File: src/rtl/tagged_stream_fifo_if.sv
// Valid/ready/data stream bundle used on both sides of tagged_stream_fifo.
interface tagged_stream_fifo_if #(
  parameter int DATA_W = 128
) ();
  logic              valid;
  logic              ready;
  logic [DATA_W-1:0] data;

  modport master (output valid, output data, input ready);
  modport slave  (input valid, input data, output ready);
endinterface

File: src/rtl/tagged_stream_fifo.sv
// First-word-fall-through stream FIFO with flush, occupancy and watermark flags.
// Optional high-water mark register enabled by defining TAGGED_FIFO_HWM_EN.
module tagged_stream_fifo #(
  parameter int DATA_W    = 128,
  parameter int DEPTH     = 32,
  parameter int AF_THRESH = DEPTH - 4,
  parameter int AE_THRESH = 2,
  localparam int CW       = $clog2(DEPTH + 1)
) (
  input  logic                    clk,
  input  logic                    reset_n,
  input  logic                    flush,
  tagged_stream_fifo_if.slave     in_bus,
  tagged_stream_fifo_if.master    out_bus,
  output logic [CW-1:0]           count,
  output logic                    almost_full,
  output logic                    almost_empty,
  output logic                    overflow,
  output logic [CW-1:0]           hwm
);

  localparam int PW = (DEPTH > 1) ? $clog2(DEPTH) : 1;
  localparam logic [PW-1:0] LAST_PTR = PW'(DEPTH - 1);
  localparam logic [CW-1:0] FULL_CNT = CW'(DEPTH);
  // Small DEPTH makes DEPTH-4 negative; clamp so the flag stays meaningful.
  localparam int AF_CLAMP = (AF_THRESH < 0) ? 0 : AF_THRESH;
  localparam logic [CW-1:0] AF_CNT = CW'(AF_CLAMP);
  localparam logic [CW-1:0] AE_CNT = CW'(AE_THRESH);

  logic [DATA_W-1:0] mem [DEPTH];

  logic [PW-1:0] wr_ptr_reg, wr_ptr_next;
  logic [PW-1:0] rd_ptr_reg, rd_ptr_next;
  logic [CW-1:0] count_reg, count_next;
  logic          overflow_reg;
  logic          in_ready_int;
  logic          out_valid_int;
  logic          push;
  logic          pop;

  assign in_ready_int  = (count_reg != FULL_CNT) && !flush && reset_n;
  assign out_valid_int = (count_reg != '0) && reset_n;
  assign push          = in_bus.valid && in_ready_int;
  assign pop           = out_valid_int && out_bus.ready;

  assign in_bus.ready  = in_ready_int;
  assign out_bus.valid = out_valid_int;
  assign out_bus.data  = mem[rd_ptr_reg];

  assign count         = count_reg;
  assign almost_full   = (count_reg >= AF_CNT);
  assign almost_empty  = (count_reg <= AE_CNT);
  assign overflow      = overflow_reg;

  always_comb begin
    wr_ptr_next = wr_ptr_reg;
    rd_ptr_next = rd_ptr_reg;
    count_next  = count_reg;
    if (flush) begin
      wr_ptr_next = '0;
      rd_ptr_next = '0;
      count_next  = '0;
    end else begin
      // Explicit wrap compare keeps non-power-of-two depths correct.
      if (push) begin
        wr_ptr_next = (wr_ptr_reg == LAST_PTR) ? '0 : wr_ptr_reg + 1'b1;
      end
      if (pop) begin
        rd_ptr_next = (rd_ptr_reg == LAST_PTR) ? '0 : rd_ptr_reg + 1'b1;
      end
      case ({push, pop})
        2'b10:   count_next = count_reg + 1'b1;
        2'b01:   count_next = count_reg - 1'b1;
        default: count_next = count_reg;
      endcase
    end
  end

  always_ff @(posedge clk or negedge reset_n) begin
    if (!reset_n) begin
      wr_ptr_reg   <= '0;
      rd_ptr_reg   <= '0;
      count_reg    <= '0;
      overflow_reg <= 1'b0;
    end else begin
      wr_ptr_reg   <= wr_ptr_next;
      rd_ptr_reg   <= rd_ptr_next;
      count_reg    <= count_next;
      overflow_reg <= in_bus.valid && !in_ready_int && !flush;
    end
  end

  // Storage has no reset so it maps onto plain RAM.
  always_ff @(posedge clk) begin
    if (push) begin
      mem[wr_ptr_reg] <= in_bus.data;
    end
  end

`ifdef TAGGED_FIFO_HWM_EN
  logic [CW-1:0] hwm_reg;

  always_ff @(posedge clk or negedge reset_n) begin
    if (!reset_n) begin
      hwm_reg <= '0;
    end else if (flush) begin
      hwm_reg <= '0;
    end else if (count_next > hwm_reg) begin
      hwm_reg <= count_next;
    end
  end

  assign hwm = hwm_reg;
`else
  assign hwm = '0;
`endif

endmodule

File: src/flat_wrapper.sv
// flat-port wrapper written by rule: the top's interface ports become plain ports
module tagged_stream_fifo_flat 
#(
  parameter int DATA_W    = 128,
  parameter int DEPTH     = 32,
  parameter int AF_THRESH = DEPTH - 4,
  parameter int AE_THRESH = 2,
  localparam int CW       = $clog2(DEPTH + 1)
)
  (clk, reset_n, flush, count, almost_full, almost_empty, overflow, hwm, in_bus_valid, in_bus_data, in_bus_ready, out_bus_valid, out_bus_data, out_bus_ready);
  tagged_stream_fifo_if #(.DATA_W(DATA_W)) in_bus_i ();
  tagged_stream_fifo_if #(.DATA_W(DATA_W)) out_bus_i ();
  input  logic clk;
  input  logic reset_n;
  input  logic flush;
  output logic [CW-1:0] count;
  output logic almost_full;
  output logic almost_empty;
  output logic overflow;
  output logic [CW-1:0] hwm;
  input wire logic [$bits(in_bus_i.valid)-1:0] in_bus_valid;
  input wire logic [$bits(in_bus_i.data)-1:0] in_bus_data;
  output wire logic [$bits(in_bus_i.ready)-1:0] in_bus_ready;
  output wire logic [$bits(out_bus_i.valid)-1:0] out_bus_valid;
  output wire logic [$bits(out_bus_i.data)-1:0] out_bus_data;
  input wire logic [$bits(out_bus_i.ready)-1:0] out_bus_ready;
  assign in_bus_i.valid = in_bus_valid;
  assign in_bus_i.data = in_bus_data;
  assign in_bus_ready = in_bus_i.ready;
  assign out_bus_valid = out_bus_i.valid;
  assign out_bus_data = out_bus_i.data;
  assign out_bus_i.ready = out_bus_ready;
  tagged_stream_fifo #(.DATA_W(DATA_W), .DEPTH(DEPTH), .AF_THRESH(AF_THRESH), .AE_THRESH(AE_THRESH)) u_core (.clk(clk), .reset_n(reset_n), .flush(flush), .in_bus(in_bus_i), .out_bus(out_bus_i), .count(count), .almost_full(almost_full), .almost_empty(almost_empty), .overflow(overflow), .hwm(hwm));
endmodule
File: config.mk
export PLATFORM = sky130hd
export DESIGN_NAME = tagged_stream_fifo_flat
export DESIGN_NICKNAME = d
export VERILOG_FILES = /design/src/rtl/tagged_stream_fifo_if.sv /design/src/rtl/tagged_stream_fifo.sv /design/src/flat_wrapper.sv
export SDC_FILE = /design/constraint.sdc
export NUM_CORES = 2
export LEC_CHECK = 0
export BUFFER_PORTS_ARGS = -buffer_cell sky130_fd_sc_hd__buf_2
export CAP_MARGIN = 0
export CORE_ASPECT_RATIO = 0.7
export CORE_UTILIZATION = 51
export CTS_CLUSTER_SIZE = 28
export DETAILED_ROUTE_END_ITERATION = 8
export GPL_TIMING_DRIVEN = 0
export PLACE_DENSITY_LB_ADDON = 0.08
export SLEW_MARGIN = 15
export SYNTH_ARGS = -nofsm -noshare
export SYNTH_HDL_FRONTEND = slang
export SYNTH_SLANG_ARGS = --single-unit
File: constraint.sdc
create_clock -name clk -period 7.4 [get_ports clk]
set_input_delay 0.37 -clock clk [delete_from_list [all_inputs] [get_ports clk]]
set_output_delay 0.37 -clock clk [all_outputs]
set_load 0.05 [all_outputs]
==> reports/qor.csv <==
stage,metric,value,unit
status,status,"complete, no violations",
synth,cell count after synthesis,5973,
clock_tree,clk_lat worst skew,910,ps
synth,Mapped Area,155900,um^2
synth,Yosys top cell by area,edfxtp_1,
synth,sequential-to-total area share from yosys stat,79.18,%
setup_path,CP startpoint kind,flop,
timing,Tmin final,5635,ps
clock_tree,CTS tree,built,
cells_and_area,Final Non-Filler Cells,11414,
detailed_routing,Post-route DRC,0,
timing,Max Slew Vio Count,0,
detailed_routing,post-route ant nets,0,
floorplanning,Core Footprint,303400,um^2
power,Clock Power Share,40.5,%
floorplanning,Top Ports,278,
detailed_routing,WL per Instance,35.88,um
clock_tree,Clock Tree Buf Depth,4,
timing,Final Hold Vio Count,0,
clock_tree,Root Driver,clkbuf_16,
synth,Synth Flop Type,edfxtp_1,
global_routing,largest net degree at the start of global routing,33,
timing,period utilization,76.15,%
timing,clock skew,34.96,ps
placed_design,Placer Congestion,0.7306,
floorplanning,site row count,169,
detailed_routing,routed vias/inst,6.392,
cells_and_area,Seq. cell area,123400,um^2
cells_and_area,Final nets,7212,
synth,most numerous cell in the Yosys netlist,edfxtp_1,
power,sequential share of power,51.7,%
global_routing,initial antenna violation count,28,
cells_and_area,number of flip-flops in the largest register,4096,
synth,number of synthesized flops with an enable pin,4096,
setup_path,crit path max fanout,10,
synth,Avg Inst Size Synth,26.10,um^2
timing,worst-case hold slack,116.9,ps
clock_tree,clk sinks,4113,
setup_path,CP top delay family,buffers and inverters,
global_routing,Tot GR Track Use,26.58,%
cells_and_area,Area Growth Syn to Fin,17.67,%
clock_tree,clk slew on worst S/H paths,60,ps
setup_path,cell mode on critical path,buf_2,
detailed_routing,1st-pass router iterations,5,
clock_tree,H-tree level count,5,
synth,fraction of registers with async set or reset after synthesis,0.4133,%
synth,post-synthesis cell type count,38,
synth,Yosys top cell area share,78.90,%
power,switching portion of total power,21.72,%
floorplanning,Die ar.,307900,um^2
setup_path,CP cell instances,buf_2 -> buf_2 -> clkbuf_2 -> buf_16 -> clkbuf_1 -> mux4_2 -> mux4_2 -> mux2_2 -> buf_2,
setup_path,WP buf/inv,6,
clock_tree,CTS Buf Count,386,
setup_path,crit path max-delay cell type,clkbuf_1,
floorplanning,Die Width,662.8,um
synth,synth warn,0,
setup_path,CP Class,flop to primary output,
setup_path,Worst Path Required,7030,ps
global_routing,vias in the first global route,72216,
cells_and_area,Multi-input gate area,31360,um^2
cells_and_area,Layout fillers,20586,
synth,number of synthesized register bits,4113,
setup_path,Critical Path AT,5260,ps
floorplanning,Starting Density,51.37,%
placed_design,Placed Cells,10566,
timing,unrepaired setup endpoints after global routing,no,
detailed_routing,First DRT Iteration DRCs,9630,
power,peak supply drop,225.0,uV
setup_path,max incr delay on CP,820,ps
cells_and_area,fraction of layout cells with a size suffix above 1,36.87,%
timing,Setup-failing EPs final,0,
power,Net Sw Power,10.78,mW
timing,Final Worst Setup Slack,1765,ps
timing,measured slew at the worst slew-check pin,1319,ps
detailed_routing,Total Wirelength,409.5,mm
synth,Synth top cells by count,"edfxtp_1 (4096), mux4_2 (1280), clkbuf_1 (166)",
power,Int Pwr,38.87,mW
timing,Fmax achieved,0.1775,GHz
global_routing,first-pass GRT wire length,569.3,mm
timing,Slew HR,12.04,%
run,number of max-cap violations,0,
floorplanning,die height,464.6,um
power,P per Cell Area,270.7,nW/um^2
placed_design,I/O Buffers,271,
power,Static Leak,55.93,nW
placed_design,pre-CTS setup slack,2709,ps
synth,"top cells by area, synth","edfxtp_1 (79%), mux4_2 (18%), mux2_2 (0.93%)",
detailed_routing,vias,72962,
power,Comb pwr share,7.8,%
clock_tree,post-cts resize count,0,
setup_path,CP endpoint kind,primary output,
global_routing,GR Overflow Total,0,
min_path,Hold WC Path Type,input port to flop,
placed_design,Post-DP HPWL,267.4,mm
power,Final Power,49.65,mW
[worst register-to-register path, cell delays in order, from the launching register on]
cell and delay, ps:
dfrtp_1 390, clkbuf_1 330, nor2_1 100, a31oi_1 770, nand2_1 740, nor2_4 900
buf_12 280, buf_12 220, buf_12 220, buf_12 210
[timing repair]
| item | in CTS | in global routing |
|---|---|---|
| buffers inserted | 0 | 0 |
| hold buffers | 131 | 0 |
| endpoints found under the hold margin | 4117 | 0 |
[per-layer routing]
layer / up-vias / global-route usage (%) / wire length (um)
met4: 2 / 5.797 / 9140
met1: 40369 / 40.49 / 174900
met5: - / 0 / 13
met2: 3508 / 40.84 / 190700
met3: 525 / 4.813 / 34760
li1: 28558 / - / -
[through the flow]
stage	utilization [%]	cell area [um^2]	TNS (ps)
floorplan	-	155900	-1799450
global placement	53.48	162300	-
detailed placement	55.82	169400	0
CTS	60.43	183400	0
global route	60.43	183400	0
finish	60.45	183400	0
[power by group through the flow]
stage	sequential, mW	clock [mW]	combinational (mW)
global route	25.7	21.2	4.07
finish	25.7	20.1	3.86
detailed placement	26.2	0	3.84
global placement	26.2	0	3.76
floorplan	26.2	0	2.44
CTS	25.7	20.4	3.91
[final timing paths]
check / start / cells after the start / endpoint / slack, ps
setup / recovery: u_core.rd_ptr_reg[1] / 9 / out_bus_data[2] / 1770
hold / removal: flush / 5 / u_core.wr_ptr_reg[4] / 120
setup reg to reg: u_core.count[0] / 9 / u_core.mem[30][74] / 2900
hold reg to reg: u_core.wr_ptr_reg[3] / 2 / u_core.wr_ptr_reg[3] / 560
max in group asynchronous: reset_n / 3 / u_core.rd_ptr_reg[1] / 6010
min in group asynchronous: reset_n / 3 / u_core.count[5] / 760
[cells by family (layout without fill, tap and decap cells)]
logic type | count (synthesis) | in the layout | share of synthesized area, %
DFF | 4113 | 4113 | 79.18
muxes | 1416 | 1416 | 19.47
buffers and inverters | 317 | 1711 | 0.8693
and+or+nand+nor | 82 | 82 | 0.2464
AOI/OAI and AO/OA | 27 | 27 | 0.1051
adders and majority gates | 12 | 12 | 0.1011
xor gates and xnor gates | 5 | 5 | 0.02809
other | 1 | 30 | 0.002406
[area by class of cell]
type	count	share of cell area (%)
inverters	3	0.006139
clock inverters	226	1.356
clock buffers	467	5.548
diodes	24	0.03274
flip-flops and latches	4113	67.29
multi-input cells	1548	17.10
well taps	4018	2.741
plain buffers	314	0.7579
repair buffers	701	5.171
[cell usage in the layout (no fill, tap or decap), types with 69 or more instances in the layout]
| cell | netlist | layout |
|---|---|---|
| clkbuf_1 | 166 | 214 |
| mux2_2 | 129 | 129 |
| edfxtp_1 | 4096 | 4096 |
| clkinv_2 | 0 | 80 |
| clkinv_1 | 0 | 69 |
| dlygate4sd3_1 | 0 | 131 |
| mux4_2 | 1280 | 1280 |
| buf_16 | 0 | 112 |
| buf_12 | 0 | 186 |
| buf_2 | 108 | 387 |
| clkbuf_16 | 0 | 396 |
Power figures use the tool's default switching activity.
